<file path="src/rtl/adder_rr_sched_if.sv">
// adder_rr_sched_if: requester and result handshake bundle for the shared adder scheduler
interface adder_rr_sched_if #(
    parameter int N_REQ = 4,
    parameter int W = 8,
    parameter int IDW = 2
);
    logic [N_REQ-1:0] req;
    logic [N_REQ-1:0] ack;
    logic [N_REQ*W-1:0] a_flat;
    logic [N_REQ*W-1:0] b_flat;
    logic [W-1:0] res_sum;
    logic res_carry;
    logic [IDW-1:0] res_id;
    logic res_valid;
    logic res_ready;
    modport master (
        output req, a_flat, b_flat, res_ready,
        input ack, res_sum, res_carry, res_id, res_valid
    );
    modport slave (
        input req, a_flat, b_flat, res_ready,
        output ack, res_sum, res_carry, res_id, res_valid
    );
endinterface

</file>
<file path="src/rtl/adder_rr_sched.sv">
// adder_rr_sched: round-robin arbitration of N_REQ requesters onto one registered W-bit adder
module adder_rr_sched #(
    parameter int N_REQ = 4,
    parameter int W = 8,
    parameter int IDW = 2
) (
    input logic clk,
    input logic rst_n,
    input logic ena,
    adder_rr_sched_if.slave bus,
    output logic busy,
    output logic [7:0] op_count
);
    typedef enum logic [1:0] {IDLE, EXEC, OUT} state_t;
    state_t state, state_nxt;
    logic [IDW-1:0] ptr, win, id_q;
    logic [W-1:0] a_q, b_q;
    logic found, grant;
    always_ff @(posedge clk or negedge rst_n) begin
        if (!rst_n) state <= IDLE;
        else state <= state_nxt;
    end
    always_comb begin
        state_nxt = state;
        if (state == IDLE) state_nxt = grant ? EXEC : IDLE;
        else if (state == EXEC) state_nxt = OUT;
        else if (state == OUT) state_nxt = (bus.res_valid && bus.res_ready) ? IDLE : OUT;
    end
    // first requester at or after ptr, wrapping around
    always_comb begin
        logic [IDW-1:0] idx;
        found = 1'b0;
        win = '0;
        idx = '0;
        for (int k = 0; k < N_REQ; k++) begin
            idx = IDW'((int'(ptr) + k) % N_REQ);
            if (!found && bus.req[idx]) begin
                found = 1'b1;
                win = idx;
            end
        end
    end
    always_comb begin
        grant = (state == IDLE) && ena && found;
        busy = state != IDLE;
    end
    always_ff @(posedge clk or negedge rst_n) begin
        if (!rst_n) begin
            ptr <= '0;
            id_q <= '0;
            a_q <= '0;
            b_q <= '0;
            bus.ack <= '0;
            bus.res_sum <= '0;
            bus.res_carry <= 1'b0;
            bus.res_id <= '0;
            bus.res_valid <= 1'b0;
            op_count <= '0;
        end else begin
            bus.ack <= grant ? (N_REQ'(1) << win) : '0;
            if (grant) begin
                a_q <= bus.a_flat[int'(win)*W +: W];
                b_q <= bus.b_flat[int'(win)*W +: W];
                id_q <= win;
                ptr <= IDW'((int'(win) + 1) % N_REQ);
            end
            if (state == EXEC) begin
                {bus.res_carry, bus.res_sum} <= {1'b0, a_q} + {1'b0, b_q};
                bus.res_id <= id_q;
                bus.res_valid <= 1'b1;
            end
            if (state == OUT && bus.res_valid && bus.res_ready) begin
                bus.res_valid <= 1'b0;
                op_count <= op_count + 8'd1;
            end
        end
    end
endmodule

</file>
<file path="src/flat_wrapper.sv">
// flat-port wrapper written by rule: the top's interface ports become plain ports
module adder_rr_sched_flat 
#(
    parameter int N_REQ = 4,
    parameter int W = 8,
    parameter int IDW = 2
)
  (clk, rst_n, ena, busy, op_count, bus_req, bus_a_flat, bus_b_flat, bus_res_ready, bus_ack, bus_res_sum, bus_res_carry, bus_res_id, bus_res_valid);
  adder_rr_sched_if #(.N_REQ(N_REQ), .W(W), .IDW(IDW)) bus_i ();
  input logic clk;
  input logic rst_n;
  input logic ena;
  output logic busy;
  output logic [7:0] op_count;
  input wire logic [$bits(bus_i.req)-1:0] bus_req;
  input wire logic [$bits(bus_i.a_flat)-1:0] bus_a_flat;
  input wire logic [$bits(bus_i.b_flat)-1:0] bus_b_flat;
  input wire logic [$bits(bus_i.res_ready)-1:0] bus_res_ready;
  output wire logic [$bits(bus_i.ack)-1:0] bus_ack;
  output wire logic [$bits(bus_i.res_sum)-1:0] bus_res_sum;
  output wire logic [$bits(bus_i.res_carry)-1:0] bus_res_carry;
  output wire logic [$bits(bus_i.res_id)-1:0] bus_res_id;
  output wire logic [$bits(bus_i.res_valid)-1:0] bus_res_valid;
  assign bus_i.req = bus_req;
  assign bus_i.a_flat = bus_a_flat;
  assign bus_i.b_flat = bus_b_flat;
  assign bus_i.res_ready = bus_res_ready;
  assign bus_ack = bus_i.ack;
  assign bus_res_sum = bus_i.res_sum;
  assign bus_res_carry = bus_i.res_carry;
  assign bus_res_id = bus_i.res_id;
  assign bus_res_valid = bus_i.res_valid;
  adder_rr_sched #(.N_REQ(N_REQ), .W(W), .IDW(IDW)) u_core (.clk(clk), .rst_n(rst_n), .ena(ena), .bus(bus_i), .busy(busy), .op_count(op_count));
endmodule
</file>
<file path="config.mk">
export PLATFORM = sky130hd
export DESIGN_NAME = adder_rr_sched_flat
export DESIGN_NICKNAME = d
export VERILOG_FILES = /design/src/rtl/adder_rr_sched_if.sv /design/src/rtl/adder_rr_sched.sv /design/src/flat_wrapper.sv
export SDC_FILE = /design/constraint.sdc
export NUM_CORES = 1
export LEC_CHECK = 0
export ABC_AREA = 0
export CAP_MARGIN = 0
export CORE_ASPECT_RATIO = 1.5
export CORE_MARGIN = 5
export CORE_UTILIZATION = 44
export DETAILED_ROUTE_END_ITERATION = 16
export HOLD_SLACK_MARGIN = 0.02
export PLACE_DENSITY = 0.8
export SYNTH_ARGS = -nofsm -noshare
export SYNTH_HDL_FRONTEND = slang
export SYNTH_SLANG_ARGS = --single-unit
export TNS_END_PERCENT = 50
</file>
<file path="constraint.sdc">
create_clock -name clk -period 2.6 [get_ports clk]
set_input_delay 0.52 -clock clk [delete_from_list [all_inputs] [get_ports clk]]
set_output_delay 0.52 -clock clk [all_outputs]
set_load 0.03 [all_outputs]
</file>
* After elaboration in Yosys (flattened, before gate mapping)
Cells that the tools add are included.
** Storage, ports and cells
- Flip-flop bits (word level) :: 46
- Bits of input ports :: 72
- Word-level logic and storage cells :: 65
- Output and inout bits :: 25
** Cells by class
- Shift-type cells :: 3
- Mux-type cells :: 24
- Reductions and logical operators :: 15
- Add/subtract/negate cells :: 6
- Order comparisons :: 4
- Equality and inequality tests :: 2
** Operator list (number)
- variable part select 32 x 6 -> 8 bit :: 2
- two-way mux 2 bit :: 8
- less-than comparator 2 x 3 -> 1 bit (second input constant) :: 4
- two-way mux 1 bit :: 11
- adder 8 x 8 -> 9 bit :: 1
- adder 8 x 1 -> 8 bit (second input constant) :: 1
- binary-select mux 1 bit (select 2 bit) :: 4
- logical AND 1 bit :: 8
- adder 2 x 1 -> 2 bit (second input constant) :: 2
- adder 2 bit (second input constant) :: 2
- two-way mux 4 bit :: 1
- nonzero test 2 bit :: 2
- << shifter 1 x 2 -> 4 bit (first input constant) :: 1
- zero test 1 bit :: 3
- nonzero test 3 bit :: 1
- == test 2 x 1 -> 1 bit (second input constant) :: 1
- == test 2 bit (second input constant) :: 1
- zero test 2 bit :: 1

* Logic depth before layout (Yosys ltp)
- Depth after elaboration :: 15
- Depth in mapped cells :: 8
- Mapped depth without buffers :: 7

* Worst setup path before layout
Ideal clock, no wire load.
- Path type :: register to register
- Start point :: register u_core.b_q[0]
- End point :: register u_core.bus.res_sum[6]
- Data arrival time :: 1.769 ns
- Data required time :: 2.466 ns
- Period minus slack after synthesis :: 1.903 ns
- Path slack :: 0.697 ns
- Setup time :: 0.134 ns
- Cell stages (with the launch flop) :: 8
- Path buffers :: 0
- Cells stage by stage :: dfrtp_1 > ha_1 > fa_1 > a21o_1 > a21oi_1 > o21bai_1 > a211oi_1 > o31ai_1
** On the way
- Cells in the longest elaborated chain, start to end :: 1
** RTL lines
- start: declaration :: line adder_rr_sched.sv:17 : logic [W-1:0] a_q, b_q;
- start signal: assignment :: line adder_rr_sched.sv:63 : b_q <= bus.b_flat[int'(win)*W +: W];
- adder 8 x 8 -> 9 bit :: line adder_rr_sched.sv:68 : {bus.res_carry, bus.res_sum} <= {1'b0, a_q} + {1'b0, b_q};
- end signal: assignment :: line adder_rr_sched.sv:68
- end: declaration :: line adder_rr_sched_if.sv:22 : output ack, res_sum, res_carry, res_id, res_valid
Every way passes these cells.
A chain may end at the register's enable or synchronous reset.

* Final worst setup path
- Start point :: input bus_req[1]
- End point :: register u_core.b_q[2]
** On the way
- Cells in the longest elaborated chain, start to end :: 13
- Elaborated cells between the ends (all ways) :: 24
- Those cells by class :: shift (1); mux (16); reduce/logical (7)
** RTL lines
- start: declaration :: line flat_wrapper.sv:15 : input wire logic [$bits(bus_i.req)-1:0] bus_req;
- binary-select mux 1 bit (select 2 bit) :: line adder_rr_sched.sv:37 : if (!found && bus.req[idx]) begin
- two-way mux 1 bit (implied by the code) :: line adder_rr_sched.sv:37
- two-way mux 1 bit :: line adder_rr_sched.sv:37
- zero test 1 bit :: line adder_rr_sched.sv:37
- logical AND 1 bit :: line adder_rr_sched.sv:37
- two-way mux 1 bit :: line adder_rr_sched.sv:37
- zero test 1 bit :: line adder_rr_sched.sv:37
- logical AND 1 bit :: line adder_rr_sched.sv:37
- two-way mux 1 bit :: line adder_rr_sched.sv:37
- zero test 1 bit :: line adder_rr_sched.sv:37
- logical AND 1 bit :: line adder_rr_sched.sv:37
- two-way mux 2 bit or two-way mux 1 bit (tied branches) :: line adder_rr_sched.sv:37
- variable part select 32 x 6 -> 8 bit or logical AND 1 bit (tied branches) :: line adder_rr_sched.sv:63, adder_rr_sched.sv:44
Parallel ways exist; a longest one is shown, timed or not. The select of a mux whose other input is x is not followed.

==> metrics.csv <==
metric;value;unit
status;finished, final reports clean;
Antenna diodes;0;
Req. time, crit path;2750;ps
Post-CTS Setup Bufs;0;
area grow syn2layout;44.7;%
top_reg_cell synth;dfrtp_1;
Max-slew headroom;0.424;
met3 routed wirelength;338;µm
actual slew at the worst max-slew pin;864;ps
Mapped Nets;323;
peak supply drop;0.000501;V
highest metal used;met4;
Max clock buf depth;2;
Layout Cells excl Fill;414;
clk_lat worst skew;290;ps
endpoints failing setup;0;
multi-input logic area;0.00130;mm²
Tcrit/Tclk final;0.953;
DR vias/cell;5.31;
CP Data Arrival Time;2630;ps
post-layout min period;2480;ps
Die Ht;103;µm
die width;72.1;µm
Remaining DRCs;0;
Worst Hold Class;primary input to async pin;
top-count cell post-synth;dfrtp_1;
Final Cell Area;0.00368;mm²
most area-consuming cells after synthesis;dfrtp_1, mux2i_1, o221ai_1;
placed cells;405;
I/O Pins;97;
router iterations before antenna repair;4;
Max Fclk;404;MHz
first-pass GRT wire length;10.2;mm
FILL cells;504;
LEAKAGE;1.69;nW
initial antenna violation count;0;
CTS clk-pin slew, worst paths;80;ps
Startpoint Class;primary input;
RSZ-0062 raised after global routing;yes;
layout cells sized above 1;0.0731;
CTS buffer count;5;
Syn Std Cell Area;0.00254;mm²
fin nets;423;
drt wl/cell;15.6;µm
Slew Viols, Final;0;
Antenna Nets Post-Route;0;
placed cell areas;0.00358;mm²
htree depth;2;
Cells after Synth;241;
CP endpoint kind;flop;
Syn. warnings;0;
Post-synth top cells;dfrtp_1, nand2_1, mux2i_1;
Yosys top cell area share;0.453;
routability cong.;0.835;
DRT met1 WL;2.45;mm
sequential element share of the synthesized area;0.453;
GRT Resource Usage Total;0.175;
Initial Util;0.446;
Post-synth ARST share;1.00;
EDFF count, synth;0;
cell taking the most area after synthesis;dfrtp_1;
Max Cap Viol;0;
vias;2199;
Met2 Wirelength;3.59;mm
clk_skew;3.47;ps
number of library cell types mapped by synthesis;42;
die area;0.00743;mm²
vias in the first global route;2252;
critical path class;primary input to flop;
WL final;6.45;mm
Port Buffers;96;
# rows;34;
peak fanout along the critical path;19;
Synth Register Bits;46;
syn avg cell area;10.5;µm²
PwrDens;1010;mW/mm²
largest net degree at the start of global routing;38;
Iteration-0 DRC Markers;99;
core area;0.00570;mm²
clk root buf;clkbuf_8;
Clock Sinks;46;
register area;0.00115;mm²
HPWL Detailed;4.96;mm
Hold Vio Cnt, Final;0;
CTS tree;done;
GR Overflow Total;0;
==> power breakdown <==
part	leakage, nW	switching [W]	internal (W)
Clock	0.0482	0.000235	0.000215
Combinational	1.06	0.00109	0.000948
Sequential	0.583	0.000223	0.000999
==> worst paths after layout <==
kind,start,endpoint,slack [ps],depth (start not counted)
hold reg to reg,u_core.id_q[1],u_core.id_q[1],480,2
setup / recovery,bus_req[1],u_core.b_q[2],120,6
setup reg to reg,u_core.b_q[0],u_core.bus.res_sum[6],450,7
max in group asynchronous,rst_n,u_core.bus.res_sum[7],2040,2
min in group clk,u_core.id_q[1],u_core.id_q[1],480,2
hold / removal,rst_n,u_core.op_count[0],60,1
==> worst max-delay path, stage by stage <==
cell	delay, ps
clkdlybuf4s50_1	540
o21ai_0	130
a221oi_1	700
nor2_4	320
mux2i_1	270
o221ai_1	130
==> metrics by stage <==
stage	setup WS, ps	setup TNS, ps	hold slack, ps	total power (W)	utilization
after floorplan	697	0	224	0.00259	-
after global placement	-235	-3480	377	0.00319	0.627
after detailed placement	-304	-4780	378	0.00326	0.627
after CTS	14.7	0	56.0	0.00372	0.643
after global routing	-58.2	-312	49.1	0.00398	0.645
final	122	0	57.7	0.00371	0.645
==> timing repair <==
item,in CTS,in global routing
setup endpoints to repair,0,18
hold endpoints to repair,0,0
hold buffers,0,0
resized for setup,0,1
==> metal layers <==
layer / global-route usage / vias to the layer above
met5: 0 / -
met2: 0.332 / 70
met4: 0.0478 / 0
met1: 0.194 / 1056
met3: 0.0390 / 5
li1: - / 1068
==> cells in the final DEF (no fill, tap or decap), types with 3 or more instances in the layout <==
cell / synthesis / final
o21ai_0: 6 / 6
nor2_1: 9 / 9
a21o_1: 3 / 3
nand2_1: 37 / 37
nand3_1: 4 / 4
nor3b_1: 4 / 4
dfrtp_1: 46 / 46
inv_1: 8 / 8
nor3_1: 6 / 6
ha_1: 9 / 9
mux2i_1: 33 / 33
buf_4: 0 / 8
clkdlybuf4s50_1: 0 / 95
xnor2_1: 9 / 9
a21oi_1: 6 / 6
clkbuf_8: 0 / 6
o221ai_1: 16 / 16
mux2_2: 4 / 4
==> state kept, by name (all words and copies together), names as in the netlist <==
register	cells
u_core.id_q	2
u_core.a_q	8
u_core.op_count	8
u_core.bus.res_sum	8
u_core.bus.res_carry	1
u_core.ptr	2
u_core.bus.res_id	2
u_core.state	2
u_core.bus.res_valid	1
u_core.bus.ack	4
u_core.b_q	8
==> cells by family after synthesis <==
family | share of synthesized area
mux | 0.148
compound gates | 0.131
simple gates | 0.138
xor+xnor | 0.0379
fa+ha+maj | 0.0522
flops | 0.453
buf+inv | 0.0404
==> final cells by class <==
class                      count  area share
sequential                    46       0.313
clock buffer                   7      0.0235
inverter                       8     0.00816
timing repair buffer         104       0.276
clock inverter                 1     0.00136
multi-input combinational    176       0.353
tap                           72      0.0245
Note: power is estimated with default switching activity, not from simulation.
